--- src/rtl/sif_uart_bridge_pkg.sv ---
// Shared constants, state types and helpers for the serial-to-simple-bus debug bridge.
package sif_uart_bridge_pkg;

  localparam logic [7:0] CMD_WR  = 8'h57;
  localparam logic [7:0] CMD_RD  = 8'h52;
  localparam logic [7:0] RSP_OK  = 8'h4B;
  localparam logic [7:0] RSP_ERR = 8'h45;

  typedef enum logic [2:0] {
    StIdle,
    StGetAddr,
    StGetData,
    StBusWr,
    StBusRd,
    StCapture,
    StSend
  } bridge_state_e;

  typedef enum logic [1:0] {
    RxIdle,
    RxStart,
    RxData,
    RxStop
  } rx_state_e;

  // Little-endian byte lane select of a 32-bit word.
  function automatic logic [7:0] byte_sel(input logic [31:0] w, input logic [1:0] i);
    return w[{i, 3'b000} +: 8];
  endfunction

endpackage

--- src/rtl/uart_byte_phy.sv ---
// 8N1 byte PHY: synchronised/deserialised receiver and back-to-back capable transmitter.
module uart_byte_phy
  import sif_uart_bridge_pkg::*;
#(
  parameter int unsigned BaudDiv = 868
) (
  input  logic       clk_i,
  input  logic       rst_ni,
  input  logic       rx_i,
  output logic [7:0] rx_byte_o,
  output logic       rx_valid_o,
  output logic       rx_frame_err_o,
  output logic       tx_o,
  input  logic [7:0] tx_byte_i,
  input  logic       tx_start_i,
  output logic       tx_done_o
);

  localparam int unsigned CntW = $clog2(BaudDiv);
  localparam logic [CntW-1:0] BitLast  = CntW'(BaudDiv - 1);
  localparam logic [CntW-1:0] HalfLast = CntW'(BaudDiv / 2 - 1);

  logic            rx_meta_q, rx_sync_q, rx_prev_q;
  rx_state_e       rx_state_q, rx_state_d;
  logic [CntW-1:0] rx_cnt_q, rx_cnt_d;
  logic [2:0]      rx_bit_q, rx_bit_d;
  logic [7:0]      rx_shift_q, rx_shift_d;

  logic            tx_q, tx_d;
  logic            tx_busy_q, tx_busy_d;
  logic [9:0]      tx_shift_q, tx_shift_d;
  logic [CntW-1:0] tx_cnt_q, tx_cnt_d;
  logic [3:0]      tx_bit_q, tx_bit_d;

  always_ff @(posedge clk_i) begin
    if (!rst_ni) begin
      rx_meta_q  <= 1'b1;
      rx_sync_q  <= 1'b1;
      rx_prev_q  <= 1'b1;
      rx_state_q <= RxIdle;
      rx_cnt_q   <= '0;
      rx_bit_q   <= '0;
      rx_shift_q <= '0;
      tx_q       <= 1'b1;
      tx_busy_q  <= 1'b0;
      tx_shift_q <= '1;
      tx_cnt_q   <= '0;
      tx_bit_q   <= '0;
    end else begin
      rx_meta_q  <= rx_i;
      rx_sync_q  <= rx_meta_q;
      rx_prev_q  <= rx_sync_q;
      rx_state_q <= rx_state_d;
      rx_cnt_q   <= rx_cnt_d;
      rx_bit_q   <= rx_bit_d;
      rx_shift_q <= rx_shift_d;
      tx_q       <= tx_d;
      tx_busy_q  <= tx_busy_d;
      tx_shift_q <= tx_shift_d;
      tx_cnt_q   <= tx_cnt_d;
      tx_bit_q   <= tx_bit_d;
    end
  end

  always_comb begin
    rx_state_d     = rx_state_q;
    rx_cnt_d       = rx_cnt_q + CntW'(1);
    rx_bit_d       = rx_bit_q;
    rx_shift_d     = rx_shift_q;
    rx_valid_o     = 1'b0;
    rx_frame_err_o = 1'b0;
    unique case (rx_state_q)
      RxIdle: begin
        rx_cnt_d = '0;
        if (rx_prev_q && !rx_sync_q) rx_state_d = RxStart;
      end
      RxStart: begin
        // A start bit that is high again at its midpoint is a glitch.
        if (rx_cnt_q == HalfLast) begin
          rx_cnt_d   = '0;
          rx_bit_d   = '0;
          rx_state_d = rx_sync_q ? RxIdle : RxData;
        end
      end
      RxData: begin
        if (rx_cnt_q == BitLast) begin
          rx_cnt_d   = '0;
          rx_shift_d = {rx_sync_q, rx_shift_q[7:1]};
          rx_bit_d   = rx_bit_q + 3'd1;
          if (rx_bit_q == 3'd7) rx_state_d = RxStop;
        end
      end
      RxStop: begin
        if (rx_cnt_q == BitLast) begin
          rx_cnt_d       = '0;
          rx_state_d     = RxIdle;
          rx_valid_o     = rx_sync_q;
          rx_frame_err_o = !rx_sync_q;
        end
      end
      default: rx_state_d = RxIdle;
    endcase
  end

  assign rx_byte_o = rx_shift_q;

  always_comb begin
    tx_busy_d  = tx_busy_q;
    tx_shift_d = tx_shift_q;
    tx_cnt_d   = tx_cnt_q;
    tx_bit_d   = tx_bit_q;
    tx_done_o  = 1'b0;
    if (tx_busy_q) begin
      tx_cnt_d = tx_cnt_q + CntW'(1);
      if (tx_cnt_q == BitLast) begin
        tx_cnt_d   = '0;
        tx_shift_d = {1'b1, tx_shift_q[9:1]};
        tx_bit_d   = tx_bit_q + 4'd1;
        if (tx_bit_q == 4'd9) begin
          tx_done_o = 1'b1;
          tx_busy_d = 1'b0;
        end
      end
    end
    // A start in the final stop-bit cycle chains the next frame with no gap.
    if (tx_start_i && (!tx_busy_q || tx_done_o)) begin
      tx_busy_d  = 1'b1;
      tx_shift_d = {1'b1, tx_byte_i, 1'b0};
      tx_cnt_d   = '0;
      tx_bit_d   = '0;
    end
    tx_d = tx_busy_d ? tx_shift_d[0] : 1'b1;
  end

  assign tx_o = tx_q;

endmodule

--- src/rtl/sif_uart_bridge.sv ---
// Host serial debug bridge: decodes 'W'/'R' command frames into single simple-bus accesses.
module sif_uart_bridge
  import sif_uart_bridge_pkg::*;
#(
  parameter int unsigned BAUD_DIV     = 868,
  parameter int unsigned ADDR_W       = 8,
  parameter int unsigned TIMEOUT_BITS = 32
) (
  input  logic              clk,
  input  logic              rstn,
  output logic [ADDR_W-1:0] addr,
  output logic              re,
  output logic              we,
  output logic [31:0]       wd,
  input  logic [31:0]       rd,
  input  logic              uart_rx,
  output logic              uart_tx
);

  localparam logic [31:0] TimeoutCycles = 32'(TIMEOUT_BITS * BAUD_DIV);

  bridge_state_e     state_q, state_d;
  logic              is_wr_q, is_wr_d;
  logic [1:0]        data_cnt_q, data_cnt_d;
  logic [1:0]        send_idx_q, send_idx_d;
  logic [1:0]        send_last_q, send_last_d;
  logic [31:0]       to_cnt_q, to_cnt_d;
  logic [ADDR_W-1:0] addr_q, addr_d;
  logic [31:0]       wd_q, wd_d;
  logic [31:0]       rd_q, rd_d;

  logic [7:0] rx_byte;
  logic       rx_valid, rx_frame_err;
  logic [7:0] tx_byte;
  logic       tx_start, tx_done;

  uart_byte_phy #(
    .BaudDiv(BAUD_DIV)
  ) u_phy (
    .clk_i         (clk),
    .rst_ni        (rstn),
    .rx_i          (uart_rx),
    .rx_byte_o     (rx_byte),
    .rx_valid_o    (rx_valid),
    .rx_frame_err_o(rx_frame_err),
    .tx_o          (uart_tx),
    .tx_byte_i     (tx_byte),
    .tx_start_i    (tx_start),
    .tx_done_o     (tx_done)
  );

  always_ff @(posedge clk) begin
    if (!rstn) begin
      state_q     <= StIdle;
      is_wr_q     <= 1'b0;
      data_cnt_q  <= '0;
      send_idx_q  <= '0;
      send_last_q <= '0;
      to_cnt_q    <= '0;
      addr_q      <= '0;
      wd_q        <= '0;
      rd_q        <= '0;
    end else begin
      state_q     <= state_d;
      is_wr_q     <= is_wr_d;
      data_cnt_q  <= data_cnt_d;
      send_idx_q  <= send_idx_d;
      send_last_q <= send_last_d;
      to_cnt_q    <= to_cnt_d;
      addr_q      <= addr_d;
      wd_q        <= wd_d;
      rd_q        <= rd_d;
    end
  end

  always_comb begin
    state_d     = state_q;
    is_wr_d     = is_wr_q;
    data_cnt_d  = data_cnt_q;
    send_idx_d  = send_idx_q;
    send_last_d = send_last_q;
    to_cnt_d    = '0;
    addr_d      = addr_q;
    wd_d        = wd_q;
    rd_d        = rd_q;
    tx_byte     = RSP_OK;
    tx_start    = 1'b0;
    re          = 1'b0;
    we          = 1'b0;
    unique case (state_q)
      StIdle: begin
        if (rx_valid) begin
          if (rx_byte == CMD_WR || rx_byte == CMD_RD) begin
            is_wr_d = (rx_byte == CMD_WR);
            state_d = StGetAddr;
          end else begin
            tx_byte     = RSP_ERR;
            tx_start    = 1'b1;
            send_idx_d  = '0;
            send_last_d = '0;
            state_d     = StSend;
          end
        end
      end
      StGetAddr, StGetData: begin
        to_cnt_d = to_cnt_q + 32'd1;
        if (rx_frame_err || to_cnt_q == TimeoutCycles) begin
          to_cnt_d = '0;
          state_d  = StIdle;
        end else if (rx_valid) begin
          to_cnt_d = '0;
          if (state_q == StGetAddr) begin
            addr_d     = ADDR_W'(rx_byte);
            data_cnt_d = '0;
            state_d    = is_wr_q ? StGetData : StBusRd;
          end else begin
            wd_d       = {rx_byte, wd_q[31:8]};
            data_cnt_d = data_cnt_q + 2'd1;
            if (data_cnt_q == 2'd3) state_d = StBusWr;
          end
        end
      end
      StBusWr: begin
        we          = 1'b1;
        tx_byte     = RSP_OK;
        tx_start    = 1'b1;
        send_idx_d  = '0;
        send_last_d = '0;
        state_d     = StSend;
      end
      StBusRd: begin
        re      = 1'b1;
        state_d = StCapture;
      end
      StCapture: begin
        rd_d        = rd;
        tx_byte     = rd[7:0];
        tx_start    = 1'b1;
        send_idx_d  = '0;
        send_last_d = 2'd3;
        state_d     = StSend;
      end
      StSend: begin
        if (tx_done) begin
          if (send_idx_q == send_last_q) begin
            state_d = StIdle;
          end else begin
            send_idx_d = send_idx_q + 2'd1;
            tx_byte    = byte_sel(rd_q, send_idx_q + 2'd1);
            tx_start   = 1'b1;
          end
        end
      end
      default: state_d = StIdle;
    endcase
  end

  assign addr = addr_q;
  assign wd   = wd_q;

endmodule
--- config.mk ---
export PLATFORM = sky130hd
export DESIGN_NAME = sif_uart_bridge
export DESIGN_NICKNAME = d
export VERILOG_FILES = /design/src/rtl/sif_uart_bridge_pkg.sv /design/src/rtl/uart_byte_phy.sv /design/src/rtl/sif_uart_bridge.sv
export SDC_FILE = /design/constraint.sdc
export NUM_CORES = 1
export LEC_CHECK = 0
export ABC_AREA = 1
export CORE_ASPECT_RATIO = 1.4
export CORE_MARGIN = 1.5
export CORE_UTILIZATION = 40
export CTS_CLUSTER_DIAMETER = 60
export CTS_CLUSTER_SIZE = 24
export DETAILED_ROUTE_END_ITERATION = 16
export PLACE_DENSITY = 0.58
export REMOVE_ABC_BUFFERS = 1
export SLEW_MARGIN = 25
export SYNTH_ARGS = -nofsm -noshare
export SYNTH_HDL_FRONTEND = slang
export SYNTH_HIERARCHICAL = 1
export SYNTH_SLANG_ARGS = --single-unit
--- constraint.sdc ---
create_clock -name clk -period 3.5 [get_ports clk]
set_clock_uncertainty 0.15 [all_clocks]
set_input_delay 0.7 -clock clk [delete_from_list [all_inputs] [get_ports clk]]
set_output_delay 0.7 -clock clk [all_outputs]
set_load 0.05 [all_outputs]
# == After elaboration in Yosys (flattened, before gate mapping) ==
# Index checks and enable logic that the tools add are counted.
# Widths: inputs -> output; s select.
# totals
in_bits,35
ff_bits,165
out_inout_bits,43
wordCells,154
# op_classes
bitwise_logic,4
mux,57
add_sub_neg,7
n_shift,1
reduce_logical,32
eq_ne,31
# ops
cell,count
$mux 3,11
$add 32x1->32 const B,1
$eq 32x15->1 const B,1
$shiftx 32x6->8,1
$mux 10,3
$pmux 10 s3,1
$mux 9,3
$pmux 8 s3,1
$mux 2,11
$add 10x1->10 const B,2
$eq 10x10->1 const B,2
$mux 1,17
$eq 8x7->1 const B,2
$mux 8,2
$pmux 3 s5,1
$reduce_and 5->1,3
$eq 3x3->1 const B,4
$pmux 2 s3,2
$reduce_and 3->1,4
$eq 10x9->1 const B,1
$ne 2x1->1 const B,5
$ne 2x2->1 const B,5
$mux 4,2
$pmux 2 s4,1
other kinds (25),46

# == Depth between registers and ports, before layout ==
# logic_depth
word_depth,9
depth_mapped,13
ltp_nobuf,13

# == Hierarchy ==
# Netlist, hierarchy kept.
# modules_own_cells
module,instances,area_per_inst_um2,cells_per_inst,seq_area_each_um2
sif_uart_bridge,1,5323.9,743,2262.2
uart_byte_phy,1,2336.0,311,1021.0

# == Worst setup path before layout ==
# Ideal clock, no wire load.
# synth_timing
kind,reg2reg
startpoint,register u_phy.rx_cnt_q[0]
endpoint,register u_phy.tx_shift_q[1]
setup_time_ps,122
required_time_ps,3228
arrival_ps,2408
setup_slack_ps,820
synth_period_minus_slack_ps,2680
n_path_buf,1
stages_incl_launch_ff,14
cell_sequence,dfxtp_1 -> ha_1 -> nand2_1 -> inv_1 -> and2_2 -> nand4_1 -> nor2_1 -> clkbuf_1 -> nand3_1 -> nand2_1 -> or2_2 -> nand2_1 -> a21oi_1 -> nand3_1
# synth_between
elab_chain_len,8
elab_cells_between_ends,12
cone_classes,eq/ne: 1; mux: 7; reduce/logical: 4
# synth_rtl
element,line_no,rtl
from (decl),uart_byte_phy.sv:25,"logic [CntW-1:0] rx_cnt_q, rx_cnt_d;"
from (signal assigned),uart_byte_phy.sv:54,rx_cnt_q <= rx_cnt_d;
$eq 10x10->1 (*),uart_byte_phy.sv:94,if (rx_cnt_q == BitLast) begin
$mux 1 (*),uart_byte_phy.sv:94,
$mux 1 (*),uart_byte_phy.sv:72,unique case (rx_state_q)
named net rx_valid,sif_uart_bridge.sv:33,"logic rx_valid, rx_frame_err;"
$mux 1 (*),sif_uart_bridge.sv:92,if (rx_valid) begin
$pmux 1 s3 (*),sif_uart_bridge.sv:90,unique case (state_q)
named net tx_start,sif_uart_bridge.sv:35,"logic tx_start, tx_done;"
$logic_and 1x1->1 (*),uart_byte_phy.sv:126,if (tx_start_i && (!tx_busy_q || tx_done_o)) begin
$reduce_bool 2->1 (no source line),--,
$reduce_and 2->1 (no source line),--,
to (signal assigned),uart_byte_phy.sv:59,tx_shift_q <= tx_shift_d;
to (decl),uart_byte_phy.sv:31,"logic [9:0] tx_shift_q, tx_shift_d;"
# The timed path passes the listed nets; every way through them passes the cells marked *.
# A chain may end at the register's enable or synchronous reset.

# == Final worst setup path ==
# layout_timing
startpoint,register state_q[1]
endpoint,output re
# layout_between
elab_chain_len,2
# layout_rtl
element,line_no,rtl
from (decl),sif_uart_bridge.sv:22,"bridge_state_e state_q, state_d;"
from (signal assigned),sif_uart_bridge.sv:54,state_q <= StIdle;
from (signal assigned),sif_uart_bridge.sv:64,state_q <= state_d;
$eq 3x3->1,sif_uart_bridge.sv:90,
$mux 1,sif_uart_bridge.sv:90,
to (decl),sif_uart_bridge.sv:12,"output logic re,"
# Every way passes these cells.

==> results.toml <==
[sta]
finalCritPeriodShare_pct = 83.6
slew_headroom_pct = 48.5
fin_tns_setup_ps = 0
timing_worst_slew_pin_value_ps = 771
final.setup.worst_slack_ps = 575
hold_viol = 0
drv_slew = 0
clock_period_minus_worst_slack_ps = 2920
clock.fmax_mhz = 342
grt_setup_unrepaired = "false"
final-setup-viol-count = 0

[critical_path]
crit_fanout = 5
r2r_start = "u_phy/tx_cnt_q[0]"
worst-endpoint-arrival_ps = 2070
crit-reg2reg-capture = "u_phy/tx_cnt_q[8]"
crit_path_start = "state_q[1]"
critPathCapture = "re"
crit_type = "reg2out"
end_kind = "output pin"
crit_required_ps = 2650
r2r_cells = 12
startpoint_type = "register"
rrSetupSlack_ps = 600

[routing]
antenna_left = 0
avgViaCountPerCell = 4.93
routed_wire_length_per_instance_um = 13.1
drcViolationCount = 0
drt_first_pass_iters = 4
via_count = 6781
initial_drc_count = 334
totalWireLength_mm = 18.0

[cells_and_area]
final_cell_count_no_fill = 1375
post_route_cells_drive_above_1_share_pct = 8.49
finish.net_count = 1163
stdcell_area_um2 = 9200
insertedDiodeCount = 0
nFillCells = 1884
area_growth_pct = 20.0

[placed_design]
placedInstanceArea_um2 = 8580
place.gp.congestion = 0.821
dp_hpwl_mm = 12.8
preCtsSetupSlack_ps = 642
placed_cells = 1343
numPortBuffers = 77

[clocking]
cts_repair_resize_count = 0
clkSinkCount = 164
htree_num_levels = 4
cts_root_buf = "clkbuf_16"
cts_tree = "yes"
cts_buffer_depth = 2
holdBufCountCts = 0
clk-insertion-delay-late_ps = 430
reg_clk_slew_reported_paths_ps = 70
post_cts_buffers = 0
numCtsBuffers = 17

[grt]
global_route.overflow_total = 0
grt_start_max_net_pins = 63
grt_first_pass_wirelength_mm = 30.7
first_global_vias = 6422
antenna_found_initial = 0
grt_usage_pct = 18.8

[synthesis]
synthCells = 1054
netlist_area_before_placement_um2 = 7660
seq_area_frac_synth_pct = 42.9
asyncSetResetFlopFracSynth_pct = 0
synth_edf_count = 0
postSynthRegisterBits = 164
synth_flop_cell = "dfxtp_1"
yosysWarningCount = 6
synth_cell_types = 46
synth.avg_cell_area_um2 = 7.27

[power_and_ir_drop]
powerDensity_nw_per_um2 = 492
cellLeakagePower_nw = 3.41
power.ir.vdd_worst_mv = 0.304

[die]
starting_density_of_the_core_pct = 41.0
die_width_um = 120
core_um2 = 18700
ioPinCount = 78
design.die.area_um2 = 20000
height_of_the_chip_um = 167
rows = 59

[flow_run]
drv_cap = 0

[run_status]
run_status = "finished clean"

[worst_hold_path]
min-delay-path-class = "reg2reg"
layout make-up:
type,count,area [um^2],area share [%]
Tap cell,244,305,3.32
Multi-Input combinational cell,739,3740,40.7
Clock buffer,18,439,4.78
Inverter,111,419,4.56
Timing Repair Buffer,85,831,9.04
Clock inverter,14,174,1.89
Sequential cell,164,3280,35.7
worst max-delay path, stage by stage (launching register included):
cell	delay [ps]
dfxtp_1	340
inv_1	100
nand2_1	110
nor2_1	220
clkdlybuf4s50_1	880
cells in the mapped netlist, types with 4 or more instances:
library cell  number  area [um^2]
a22oi_1            9         67.6
nor3_1            18         90.1
ha_1              10          125
nor2_4             4         45.0
buf_4              6         45.0
nor4_1             4         25.0
inv_2              8         30.0
buf_2              4         20.0
dfxtp_1          164         3280
nor2_1           111          417
nand4_1           48          300
or2_2              5         31.3
xor2_1            18          158
o21ai_0           41          205
a21oi_1          110          551
nand3_2            6         60.1
nand2_2            8         50.1
nor2_2             8         50.1
buf_6              6         67.6
clkbuf_1          21         78.8
nand2_1          243          912
inv_1            101          379
nand3_1           61          305
nor3b_1            4         30.0
power breakdown:
part / switching (mW) / internal, mW
Sequential: 0.0427 / 1.92
Clock: 0.788 / 1.15
Combinational: 0.424 / 0.208
state kept, by name (all words and copies together), names as in the netlist, 2 cells and up, named ones only:
signal and flops:
to_cnt_q 32, wd 32, u_phy/tx_bit_q 4, u_phy/rx_cnt_q 10
u_phy/rx_bit_q 3, u_phy/tx_cnt_q 10, state_q 3, addr 8
u_phy/tx_shift_q 9, rd_q 32, send_idx_q 2, u_phy/rx_byte_o 8
data_cnt_q 2
stage by stage:
stage | hold WS [ps] | total power, mW | util [%]
2_1_floorplan | 243 | 2.43 | -
3_5_place_dp | 254 | 2.64 | 46.0
6_report | 268 | 4.53 | 49.2
3_3_place_gp | 252 | 2.63 | 45.9
4_1_cts | 270 | 4.59 | 49.2
5_1_grt | 292 | 4.76 | 49.2
per-layer routing:
| metal | up-vias | wire length (um) | global-route usage (%) |
|---|---|---|---|
| met4 | 0 | 301 | 6.21 |
| met1 | 3088 | 8160 | 23.0 |
| li1 | 3579 | - | - |
| met2 | 91 | 9100 | 32.9 |
| met3 | 23 | 450 | 3.46 |
| met5 | - | 0 | 0 |
placed cells by master (no fill, tap or decap), types with 5 or more instances in the layout:
master             n
nand3_2            6
a22oi_1            9
clkdlybuf4s50_1   77
nor2_1           110
inv_2              7
a21oi_1          110
nor3_1            18
clkbuf_16         17
nor2_2             8
ha_1              10
nand4_1           48
dfxtp_1          164
nand2_1          243
o21ai_0           41
inv_1            101
xor2_1            18
or2_2              5
nand3_1           61
buf_4              8
nand2_2            8
nor2_4             5
cell families after synthesis:
kind of cell	after synthesis	share of synthesized area, %
xor gates and xnor gates	21	2.40
adders and majority gates	10	1.63
buffers and inverters	151	8.36
DFF	164	42.9
and+or+nand+nor	541	33.4
AOI/OAI and AO/OA	167	11.3
how the worst min path moves through the flow:
stage / start / to / slack (ps) / depth (start not counted)
2_1_floorplan: u_phy/rx_meta_q / u_phy/rx_sync_q / 240 / 1
3_3_place_gp: u_phy/rx_meta_q / u_phy/rx_sync_q / 250 / 1
3_5_place_dp: u_phy/rx_meta_q / u_phy/rx_sync_q / 250 / 1
4_1_cts: u_phy/rx_meta_q / u_phy/rx_sync_q / 270 / 1
5_1_grt: u_phy/rx_meta_q / u_phy/rx_sync_q / 290 / 1
6_report: u_phy/rx_meta_q / u_phy/rx_sync_q / 270 / 1
(Power assumes the default switching activity.)
